$ cat src/rtl/fb_fill_engine.sv
// fb_fill_engine: SDRAM fill engine writing a solid or gradient colour run; FB_FILL_RECT_EN adds multi-line rectangle fills
module fb_fill_engine #(
  parameter int CNT_W = 24,
  parameter int INCR  = 0
) (
  input  logic             clk_i,
  input  logic             rst_i,
  input  logic             start_i,
  input  logic             abort_i,
  input  logic [23:0]      base_addr_x16_i,
  input  logic [CNT_W-1:0] count_i,
  input  logic [15:0]      color_i,
`ifdef FB_FILL_RECT_EN
  input  logic [CNT_W-1:0] lines_i,
  input  logic [23:0]      stride_x16_i,
`endif
  output logic             busy_o,
  output logic             done_o,
  output logic             sdram_wr,
  output logic [23:0]      sdram_addr_x16,
  output logic [15:0]      sdram_wdata,
  output logic [1:0]       sdram_wmask,
  input  logic             sdram_rdy,
  input  logic             sdram_ack
);
  typedef enum logic [1:0] {IDLE, ISSUE, WAIT_ACK, FINISH} state_t;
  state_t           state;
  logic [CNT_W-1:0] cnt_q;
  logic             abort_q;
  logic             last_line;
  logic             zero_cmd;
`ifdef FB_FILL_RECT_EN
  logic [CNT_W-1:0] count_q;
  logic [CNT_W-1:0] lines_q;
  logic [23:0]      line_addr;
  logic [23:0]      stride_q;
  assign last_line = lines_q == CNT_W'(1);
  assign zero_cmd  = count_i == '0 || lines_i == '0;
`else
  assign last_line = 1'b1;
  assign zero_cmd  = count_i == '0;
`endif
  assign sdram_wmask = 2'b11;
  // command sequencer; sdram_addr_x16/sdram_wdata double as the working address and colour
  always_ff @(posedge clk_i) begin
    if (rst_i) begin
      state          <= IDLE;
      busy_o         <= 1'b0;
      done_o         <= 1'b0;
      sdram_wr       <= 1'b0;
      sdram_addr_x16 <= '0;
      sdram_wdata    <= '0;
      cnt_q          <= '0;
      abort_q        <= 1'b0;
`ifdef FB_FILL_RECT_EN
      count_q        <= '0;
      lines_q        <= '0;
      line_addr      <= '0;
      stride_q       <= '0;
`endif
    end else begin
      done_o <= 1'b0;
      case (state)
        IDLE: if (start_i) begin
          busy_o         <= 1'b1;
          sdram_addr_x16 <= base_addr_x16_i;
          sdram_wdata    <= color_i;
          cnt_q          <= count_i;
          abort_q        <= 1'b0;
          state          <= zero_cmd ? FINISH : ISSUE;
`ifdef FB_FILL_RECT_EN
          count_q        <= count_i;
          lines_q        <= lines_i;
          line_addr      <= base_addr_x16_i;
          stride_q       <= stride_x16_i;
`endif
        end
        ISSUE: begin
          if (abort_i) state <= FINISH;
          else if (sdram_rdy) begin
            sdram_wr <= 1'b1;
            state    <= WAIT_ACK;
          end
        end
        WAIT_ACK: begin
          if (abort_i) abort_q <= 1'b1;
          if (sdram_ack) begin
            sdram_wr    <= 1'b0;
            sdram_wdata <= sdram_wdata + 16'(INCR);
            state       <= (abort_q || abort_i || (cnt_q == CNT_W'(1) && last_line)) ? FINISH : ISSUE;
`ifdef FB_FILL_RECT_EN
            if (cnt_q == CNT_W'(1)) begin
              sdram_addr_x16 <= line_addr + stride_q;
              line_addr      <= line_addr + stride_q;
              cnt_q          <= count_q;
              lines_q        <= lines_q - CNT_W'(1);
            end else begin
              sdram_addr_x16 <= sdram_addr_x16 + 24'd1;
              cnt_q          <= cnt_q - CNT_W'(1);
            end
`else
            sdram_addr_x16 <= sdram_addr_x16 + 24'd1;
            cnt_q          <= cnt_q - CNT_W'(1);
`endif
          end
        end
        FINISH: begin
          done_o <= 1'b1;
          busy_o <= 1'b0;
          state  <= IDLE;
        end
      endcase
    end
  end
endmodule

$ cat config.mk
export PLATFORM = sky130hd
export DESIGN_NAME = fb_fill_engine
export DESIGN_NICKNAME = d
export VERILOG_FILES = /design/src/rtl/fb_fill_engine.sv
export SDC_FILE = /design/constraint.sdc
export NUM_CORES = 1
export LEC_CHECK = 0
export BUFFER_PORTS_ARGS = -buffer_cell sky130_fd_sc_hd__buf_2
export CORE_MARGIN = 2
export CORE_UTILIZATION = 38
export CTS_CLUSTER_SIZE = 14
export DETAILED_ROUTE_END_ITERATION = 16
export PLACE_DENSITY = 0.6
export SLEW_MARGIN = 20
export SYNTH_ARGS = -nofsm -noshare
export SYNTH_HDL_FRONTEND = slang
export SYNTH_SLANG_ARGS = --single-unit
$ cat constraint.sdc
create_clock -name clk_i -period 1.9 [get_ports clk_i]
set_input_delay 0.285 -clock clk_i [delete_from_list [all_inputs] [get_ports clk_i]]
set_output_delay 0.285 -clock clk_i [all_outputs]
set_load 0.05 [all_outputs]
==> results of run 1 <==
registers in the layout, indices dropped and copies added, names as in the netlist:
name and cells:
sdram_wdata 16, sdram_addr_x16 24, busy_o 1, state 2, abort_q 1, done_o 1
cnt_q 24, sdram_wr 1
cell families after synthesis:
family / after synthesis / share of synthesized area [%]
flip-flops: 70 / 35.18
AND/OR/NAND/NOR: 243 / 30.40
adder cells (fa/ha/maj): 3 / 0.9423
buffers and inverters: 50 / 4.962
other: 1 / 0.09413
AO/OA/AOI/OAI: 166 / 26.41
multiplexers: 8 / 2.010
cell type report:
cell class              count  area (µm²)
clock buffers              13       148.9
repair buffers            165        1008
clock inverters             2       10.01
fillers                  1035        4891
well taps                 136       170.2
inverters                  12       45.04
multi-input cells         422        2511
flip-flops and latches     70        1446
layer usage:
| layer | GRT usage [%] | up-vias |
|---|---|---|
| met3 | 4.292 | 20 |
| met2 | 38.92 | 149 |
| met4 | 9.586 | 0 |
| met1 | 31.17 | 2196 |
| met5 | 0 | - |
| li1 | - | 2293 |
placed cells by master (no fill, tap or decap), types with 5 or more instances in the layout:
cell type / n
nand4_1: 12
o22ai_1: 7
mux2i_1: 8
a21oi_1: 58
clkbuf_8: 10
a22o_1: 5
and2_1: 7
inv_1: 11
o21ai_0: 30
buf_4: 49
a31oi_1: 9
buf_2: 112
and3_1: 14
nor2_1: 38
a21o_1: 5
nand3_1: 17
nor3_1: 21
nand2_1: 75
nand2b_1: 6
dfxtp_2: 9
dfxtp_1: 52
or3_1: 5
dfxtp_4: 9
or4_4: 6
a211oi_1: 8
nor4_1: 14
what timing repair did:
item,CTS,global route
pin swaps,0,4
endpoints found under the setup margin,1,18
gates resized for setup,2,15
power by group:
group          switching, µW  internal, µW
Clock                    569           500
Combinational            971           555
Sequential               141          1610
how the worst max path moves through the flow:
| stage | start | end | slack (ns) | cells after the start |
|---|---|---|---|---|
| floorplan | sdram_addr_x16[9]$_SDFFE_PP0P_ | sdram_addr_x16[22]$_SDFFE_PP0P_ | -0.07 | 5 |
| global placement | cnt_q[12]$_SDFFE_PP0P_ | cnt_q[22]$_SDFFE_PP0P_ | 0.04 | 4 |
| detailed placement | cnt_q[12]$_SDFFE_PP0P_ | cnt_q[22]$_SDFFE_PP0P_ | 0.01 | 4 |
| CTS | cnt_q[12]$_SDFFE_PP0P_ | state[1]$_SDFFE_PP0P_ | 0.003 | 5 |
| global route | sdram_addr_x16[2]$_SDFFE_PP0P_ | sdram_addr_x16[17]$_SDFFE_PP0P_ | -0.05 | 5 |
| finish | sdram_addr_x16[2]$_SDFFE_PP0P_ | sdram_addr_x16[17]$_SDFFE_PP0P_ | 0.009 | 5 |
through the flow:
step / total power (µW) / area [µm²] / setup WS [ns] / setup TNS [ns]
floorplan: 2728 / 4071 / -0.06710 / -0.1544
CTS: 4345 / 5274 / 0.003140 / 0
global placement: 3247 / 5104 / 0.04475 / 0
global route: 4582 / 5340 / -0.05070 / -0.05243
detailed placement: 3268 / 5104 / 0.01088 / 0
finish: 4348 / 5340 / 0.008745 / 0
worst min-delay path: cells and delay by family:
| family | cells | cell delay, ns |
|---|---|---|
| AOI/OAI and AO/OA | 1 | 0.05 |
| and+or+nand+nor | 1 | 0.05 |
| buffers and inverters | 1 | 0.09 |
==> metrics, run 1 <==
Antenna Cells=0; largest net degree at the start of global routing=37; drt wl/cell=about 16 µm; Worst VDD drop=between 0.0003 and 0.0004 V; CTS Root Cell=clkbuf_8; max cap viols=0; RSZ-0062 raised after global routing=true; H-tree Lvls=3; worst-path fanout max=3; Final Hold Vio Count=0; Post-synth EDFFs=0; worst-skew pair later-pin latency=between 0.3 and 0.4 ns; Tot GR Track Use=23.88%; clock slew at reported path FFs=~0.08 ns; Synth Area per Inst=7.364 µm²; Unique masters post-synth=54; vias in the first global route=4268; highest routed metal layer=met4; status=finished clean; reg2reg start=sdram_addr_x16[2]$_SDFFE_PP0P_; CTS Hold Bufs=0; leakage power=approximately 0.0023 µW; drt pass-1 iters=4; hold crit path type=primary input to register; Initial Util=38.94%; postcts setup bufs=0; min-delay src=color_i[1]; Post-layout nets=approximately 750; Buf+Inv Stages, Crit Path=0; Final period util=99.54%; Synth Register Bits=70; core area=~10000 µm²; num ports=about 120; Initial DRC Count=around 200; area leader, netlist=dfxtp_1; CTS tree=built; R2R depth=5; count leader, synth=nand2_1; Crit-path slowest cell=or4_4; Residual DRC=0; Post-synth top cells=nand2_1, dfxtp_1, a21oi_1, nor2_1, clkbuf_1; Detail Route Antenna Nets=0; Num CTS Buffers=9; GP Congestion=0.8578; PD cells=814.2 nW/µm²; sequential area share after synthesis=35.18%; Critical Setup Path Class=register to register; Top FF cell, synth=dfxtp_1; Yosys top cell area share=a little over a third; Die Y-Extent=approximately 110 µm; Die Span X=between 100 and 150 µm; Hold Crit Depth=3; reg-to-reg slack, setup=0.009 ns; synthesized instance count=541; peak per-stage delay on the critical path=between 0.4 and 0.5 ns; layout cell share with drive strength beyond 1=about a third; Reg-to-Reg End=sdram_addr_x16[17]$_SDFFE_PP0P_; CTS sink cnt=70; CP Cell Sequence=nand3_4 -> or3_4 -> or4_4 -> or4_4 -> o211ai_1; dpl cells=805; IO Port Bufs=roughly 110; CP Launch Type=register; WP data arrival=roughly 2.2 ns; largest cells by area after synthesis=dfxtp_1, a21oi_1, nand2_1; DP HPWL=9.750 mm; Max Clk Rate=between 0.5 and 0.6 GHz; die area=between 10000 and 15000 µm²; WHS=about 0.15 ns; fin util=about 52%; CP top delay family=simple AND/OR/NAND/NOR gates; Routed WL=between 10 and 15 mm; Slew Limit Fails=0; Worst-Margin Slew=~0.56 ns; crit end category=register; DR WL met2=roughly 6.4 mm; Vias/cell=5.680; crit path time final=1.891 ns; Ys Warns=0; total number of vias=4658; max_slew headroom=62.44%; metal1 wirelength=5.892 mm; Syn Std Cell Area=between 3000 and 4000 µm²; Area Growth Syn to Fin=34.05%; Worst Path Required=2.18 ns; setup violators final=0; antenna violations before repair=0; first-pass GRT wire length=around 21 mm; Longest Clk Path Bufs=2; Min-Delay Endpoint=sdram_wdata[1]$_SDFFE_PP0P_; fin cells=roughly 800; clock skew=0.007725 ns; cell repeated most along the worst path=or4_4; site row count=37; grt ovf=0; Async SR Flop Fraction=0%; met3 routed WL=approximately 830 µm
(Power assumes the default switching activity.)
==> run 2: changes to the inputs <==
==> constraint.sdc (replaced) <==
create_clock -name clk_i -period 1.9 [get_ports clk_i]
set_input_delay 0.38 -clock clk_i [delete_from_list [all_inputs] [get_ports clk_i]]
set_output_delay 0.38 -clock clk_i [all_outputs]
set_load 0.05 [all_outputs]
==> run 2 against run 1 <==
Total power grew 6.2%. Global-route usage is essentially flat. Register-to-register slack barely moved. The flow now finishes with violations (negative setup slack). Fmax down 0.61%. Clock power grew 25%. Worst setup slack lost 0.012 ns. Final cell count grew 0.24%. Largest cell class unchanged. Combinational power about the same. Worst hold slack gained 0.10 ns. Clock-buffer cell count is 2 lower. Sequential share of layout area shrank 0.29 points. Wire length grew 0.92%.
==> metrics, run 2 (synthesis gave the netlist of run 1 again) <==
Net Sw Frac=37.62% (-1.0 points); Reg-to-Reg End=sdram_addr_x16[23]$_SDFFE_PP0P_; commonest non-fill, non-tap cell in the layout=buf_2; IO Port Bufs=112 (unchanged); Internal Power=2881 µW (+8.0%); Residual DRC=0 (unchanged); largest registers=cnt_q: 24 flops, sdram_addr_x16: 24 flops, sdram_wdata: 16 flops; RSZ-0062 raised after global routing=true; Buf+Inv Stages, Crit Path=0 (unchanged); Final period util=100.1% (+0.61 points); Post-Route Setup TNS=-0.004927 ns (-0.004927 ns); reg-to-reg slack, setup=-0.003 ns (about the same); CTS sink cnt=70 (unchanged); crit path time final=1.903 ns (+0.01154 ns); drt wl/cell=16.46 µm (+0.67%); DP HPWL=9.864 mm (+1.2%); Psw=1738 µW (+3.4%); max_slew headroom=63.90% (+1.5 points); Detail Route Antenna Nets=0 (unchanged); Crit-path slowest cell=or4_1; CP Launch Type=register; Min-Delay Endpoint=sdram_wdata[2]$_SDFFE_PP0P_; drt pass-1 iters=5 (+1); Tot GR Track Use=23.87% (about the same); Antenna Cells=0 (unchanged); antenna violations before repair=0 (unchanged); num ports=115 (unchanged); Slew Limit Fails=0 (unchanged); site row count=37 (unchanged); leakage power=0.002284 µW (+1.4%); Final Worst Setup Slack=-0.002795 ns (-0.01154 ns); Vias/cell=5.712 (+0.55%); GP Congestion=0.9001 (+4.9%); peak per-stage delay on the critical path=0.61 ns (+0.13 ns); Worst VDD drop=0.0004552 V (+36%); Critical Setup Path Class=register to register; Area Growth Syn to Fin=35.49%; PD cells=855.8 nW/µm² (+5.1%); Tot Pwr=4619 µW (+6.2%); combinational share of power=33.1% (-2.0 points); H-tree Lvls=3 (unchanged); Max Clk Rate=0.5255 GHz (-0.61%); layout cell share with drive strength beyond 1=33.09% (+0.49 points); worst-skew pair later-pin latency=0.35 ns (about the same); total number of vias=4695 (+0.79%); Hold Crit Depth=3 (unchanged); max cap viols=0 (unchanged); Post-layout nets=754 (+0.13%); min-delay src=color_i[2]; R2R depth=5 (unchanged); CTS tree=built; CP Cell Sequence=nand3_4 -> or3_4 -> or4_1 -> a211o_1 -> a21oi_1; status=finished, violations left; CP top delay family=simple AND/OR/NAND/NOR gates; largest net degree at the start of global routing=37 (unchanged); Initial DRC Count=307 (+55%); Die Span X=106.4 µm (unchanged); WP data arrival=2.19 ns (+0.02 ns); Num CTS Buffers=9 (unchanged); die area=11320 µm² (unchanged); CTS Root Cell=clkbuf_8; Initial Util=38.94% (unchanged); Seq pwr share=37.9% (-2.4 points); Final Hold Vio Count=0 (unchanged); clock share of power=28.9% (+4.3 points); CTS Hold Bufs=0 (unchanged); Worst Path Required=2.18 ns (about the same); clock skew=0.01364 ns (+0.005912 ns); core area=10230 µm² (unchanged); Longest Clk Path Bufs=2 (unchanged); reg2reg start=sdram_addr_x16[0]$_SDFFE_PP0P_; vias in the first global route=4370 (+2.4%); worst-path fanout max=5 (+2); clock slew at reported path FFs=0.09 ns (about the same); critical path startpoint=sdram_addr_x16[0]$_SDFFE_PP0P_; grt ovf=0 (unchanged); Routed WL=13.53 mm (+0.92%); most frequent cells in the layout=buf_2, nand2_1, a21oi_1, dfxtp_1, buf_4; hold crit path type=primary input to register; crit end category=register; Worst-Margin Slew=0.5395 ns (-0.01880 ns); Die Y-Extent=106.4 µm (unchanged); failing checks=negative setup slack; first-pass GRT wire length=21.73 mm (+1.3%); setup violators final=2 (+2)
-- run 2: cell types whose count changed in the layout (fill, tap and decap cells not counted) --
| cell | before | now |
|---|---|---|
| buf_4 | 49 | 50 |
| or4_1 | 2 | 3 |
| nand3_4 | 3 | 2 |
| clkinvlp_4 | 0 | 2 |
| ha_1 | 2 | 3 |
| ha_2 | 1 | 0 |
| or4_4 | 6 | 5 |
| clkbuf_1 | 3 | 0 |
| clkbuf_16 | 0 | 1 |
| nand3_1 | 17 | 16 |
| nand3_2 | 1 | 3 |
| bufinv_16 | 0 | 1 |
-- run 2: repair_timing --
item	4_1_cts	5_1_grt
endpoints found under the setup margin	4	17
pin swaps	0	6
gates resized for setup	2	13
buffers inserted	1	0
-- run 2: tightest hold or removal path: cells and delay by family --
family	cells	cell delay [ns]
AOI/OAI and AO/OA	1	0.05
buffers and inverters	1	0.09
and+or+nand+nor	1	0.05
-- run 2: final cells by class --
cell class	instances	area, µm²
fill	1022	4833
multi-input combinational	422	2502
sequential	70	1446
timing repair buffer	166	1016
tap	136	170.2
clock buffer	11	162.7
clock inverter	5	55.05
inverter	12	45.04
-- run 2: power by group through the flow --
stage / registers [µW] / logic [µW] / clock network (µW)
2_1_floorplan: 2040 / 688 / 0
3_3_place_gp: 1770 / 1470 / 0
3_5_place_dp: 1770 / 1490 / 0
4_1_cts: 1740 / 1500 / 1350
5_1_grt: 1770 / 1650 / 1430
6_report: 1750 / 1530 / 1340
-- run 2: metrics by stage --
step                hold slack [ns]  worst slack (ns)  cells  utilization [%]  instance area, µm²
global route                 0.2579          -0.08085    822            52.76                5398
finish                       0.2583         -0.002795    822            52.76                5398
floorplan                    0.4434          -0.06710    542                -                4073
CTS                          0.2558         -0.004019    822            52.16                5336
global placement             0.4398           0.04335    805            49.88                5104
detailed placement           0.4471         -0.002149    805            49.88                5104
-- run 2: worst max path at each step --
stage,endpoint,slack (ns),cells after the start
2_1_floorplan,sdram_addr_x16[22]$_SDFFE_PP0P_,-0.07,5
3_3_place_gp,sdram_addr_x16[17]$_SDFFE_PP0P_,0.04,5
3_5_place_dp,cnt_q[22]$_SDFFE_PP0P_,-0.002,4
4_1_cts,sdram_addr_x16[17]$_SDFFE_PP0P_,-0.004,5
5_1_grt,sdram_addr_x16[17]$_SDFFE_PP0P_,-0.08,5
6_report,sdram_addr_x16[23]$_SDFFE_PP0P_,-0.003,5
-- run 2: layer usage --
| layer | vias to the layer above | track usage (%) | wire length [µm] |
|---|---|---|---|
| met5 | - | 0 | 0 |
| met4 | 0 | 5.733 | 204 |
| met3 | 20 | 5.150 | 1005 |
| met2 | 188 | 40.06 | 6451 |
| met1 | 2203 | 31.22 | 5871 |
| li1 | 2284 | - | - |
==> run 3: changes to the inputs <==
Settings changed: SKIP_CTS_REPAIR_TIMING set to 1.
==> run 3 against run 2 <==
The flow still finishes with violations (negative setup slack). Sequential power is essentially flat. First-iteration DRC count shrank 8.5%. Final cell count shrank 0.12%. Clock-buffer cell count is the same. Fmax shrank 0.86%. Worst setup slack lost 0.016 ns. Global-route usage is essentially flat. Clock skew grew 0.0010 ns.
==> metrics, run 3 (synthesis gave the netlist of run 1 again) <==
max cap viols=0 (unchanged); H-tree Lvls=3 (unchanged); Antenna Cells=0 (unchanged); CTS Root Cell=clkbuf_8; Final period util=101.0% (+0.86 points); worst-path fanout max=6 (+1); largest registers=cnt_q: 24 flops, sdram_addr_x16: 24 flops, sdram_wdata: 16 flops; site row count=37 (unchanged); Longest Clk Path Bufs=2 (unchanged); DR WL met2=6.463 mm (+0.19%); failing checks=negative setup slack; CTS tree=built; Initial DRC Count=281 (-8.5%); RSZ-0062 raised after global routing=true; status=finished, violations left; Worst VDD drop=0.0004527 V (-0.55%); drt pass-1 iters=5 (unchanged); Die Span X=106.4 µm (unchanged); hold crit path type=primary input to register; largest net degree at the start of global routing=37 (unchanged); crit path time final=1.919 ns (+0.01641 ns); Vias/cell=5.719 (+0.12%); Worst Path Required=2.18 ns (about the same); Critical Path Sink=sdram_addr_x16[23]$_SDFFE_PP0P_; die area=11320 µm² (unchanged); Reg-to-Reg End=sdram_addr_x16[23]$_SDFFE_PP0P_; metal1 wirelength=5.883 mm (+0.20%); CTS sink cnt=70 (unchanged); Die Y-Extent=106.4 µm (unchanged); Detail Route Antenna Nets=0 (unchanged); IO Port Bufs=112 (unchanged); WHS=0.2600 ns (+0.001628 ns); R2R depth=5 (unchanged); drt wl/cell=16.44 µm (-0.16%); critical path startpoint=sdram_addr_x16[0]$_SDFFE_PP0P_; antenna violations before repair=0 (unchanged); max_slew headroom=63.64% (-0.27 points); Initial Util=38.94% (unchanged); total number of vias=4695 (unchanged); Post-layout nets=753 (-0.13%); highest routed metal layer=met4; met3 routed WL=962 µm (-4.3%); WP data arrival=2.20 ns (about the same); clock slew at reported path FFs=0.09 ns (about the same); clock skew=0.01466 ns (+0.001020 ns); Tot GR Track Use=23.86% (about the same); core area=10230 µm² (unchanged); Worst-Margin Slew=0.5441 ns (+0.004682 ns); Slew Limit Fails=0 (unchanged); PD cells=854.9 nW/µm² (-0.10%); reg2reg start=sdram_addr_x16[0]$_SDFFE_PP0P_; worst-skew pair later-pin latency=0.35 ns (about the same); Post-Route Setup TNS=-0.03586 ns (-0.03094 ns); layout cell share with drive strength beyond 1=32.99% (-0.098 points); Final Worst Setup Slack=-0.01921 ns (-0.01641 ns); crit end category=register; num ports=115 (unchanged); reg-to-reg slack, setup=-0.02 ns (-0.02 ns); CP Launch Type=register; commonest non-fill, non-tap cell in the layout=buf_2; vias in the first global route=4367 (-0.069%); Max Clk Rate=0.5210 GHz (-0.86%); Fillers=1024 (+0.20%); Final Hold Vio Count=0 (unchanged); Area Growth Syn to Fin=35.40% (about the same); grt ovf=0 (unchanged); Critical Setup Path Class=register to register; DP HPWL=9.864 mm (unchanged); Num CTS Buffers=9 (unchanged); first-pass GRT wire length=21.71 mm (about the same); Routed WL=13.50 mm (-0.28%); Residual DRC=0 (unchanged); GP Congestion=0.9001 (unchanged); most frequent cells in the layout=buf_2, nand2_1, a21oi_1, dfxtp_1, buf_4; leakage power=0.002279 µW (-0.20%); setup violators final=2 (unchanged)
==> run 3: through the flow <==
step	util [%]	worst slack, ns	power (µW)	area, µm²	cells
floorplan	-	-0.06710	2728	4073	542
global placement	49.88	0.04335	3243	5104	805
detailed placement	49.88	-0.002149	3262	5104	805
CTS	52.01	-0.02247	4585	5321	821
global route	52.72	-0.09711	4852	5394	821
finish	52.72	-0.01921	4611	5394	821
==> run 3: how the worst min path moves through the flow <==
stage | startpoint | to | slack [ns] | cells after the start
after CTS | color_i[3] | sdram_wdata[3]$_SDFFE_PP0P_ | 0.26 | 3
final | color_i[3] | sdram_wdata[3]$_SDFFE_PP0P_ | 0.26 | 3
after detailed placement | sdram_wdata[8]$_SDFFE_PP0P_ | sdram_wdata[8]$_SDFFE_PP0P_ | 0.45 | 2
after global placement | sdram_wdata[3]$_SDFFE_PP0P_ | sdram_wdata[3]$_SDFFE_PP0P_ | 0.44 | 2
after floorplan | cnt_q[15]$_SDFFE_PP0P_ | cnt_q[15]$_SDFFE_PP0P_ | 0.44 | 2
after global routing | color_i[12] | sdram_wdata[12]$_SDFFE_PP0P_ | 0.26 | 3
==> run 3: critical path, stage by stage (launching register included) <==
cell and delay [ns]:
dfxtp_4 0.39, nand3_4 0.07, or3_4 0.39, or4_1 0.61, a211o_1 0.28, a21oi_1 0.12
==> run 3: layout make-up <==
type / count / area [µm²] / share of cell area (%)
clock inverter: 5 / 55.05 / 1.021
sequential: 70 / 1446 / 26.82
tap: 136 / 170.2 / 3.155
timing repair buffer: 165 / 1012 / 18.77
inverter: 12 / 45.04 / 0.8351
clock buffer: 11 / 162.7 / 3.016
multi-input combinational: 422 / 2502 / 46.39
==> run 3: layer usage <==
layer  global-route usage, %  vias to the layer above
met5                       0                        -
met4                   5.733                        0
met3                   5.150                       18
met2                   40.02                      185
met1                   31.22                     2207
li1                        -                     2285
==> run 3: power breakdown <==
| group | leakage (µW) | total, µW | internal [µW] | switching [µW] |
|---|---|---|---|---|
| Clock | 0.000106 | 1330 | 718 | 615 |
| Sequential | 0.000585 | 1750 | 1610 | 142 |
| Combinational | 0.00159 | 1520 | 550 | 975 |
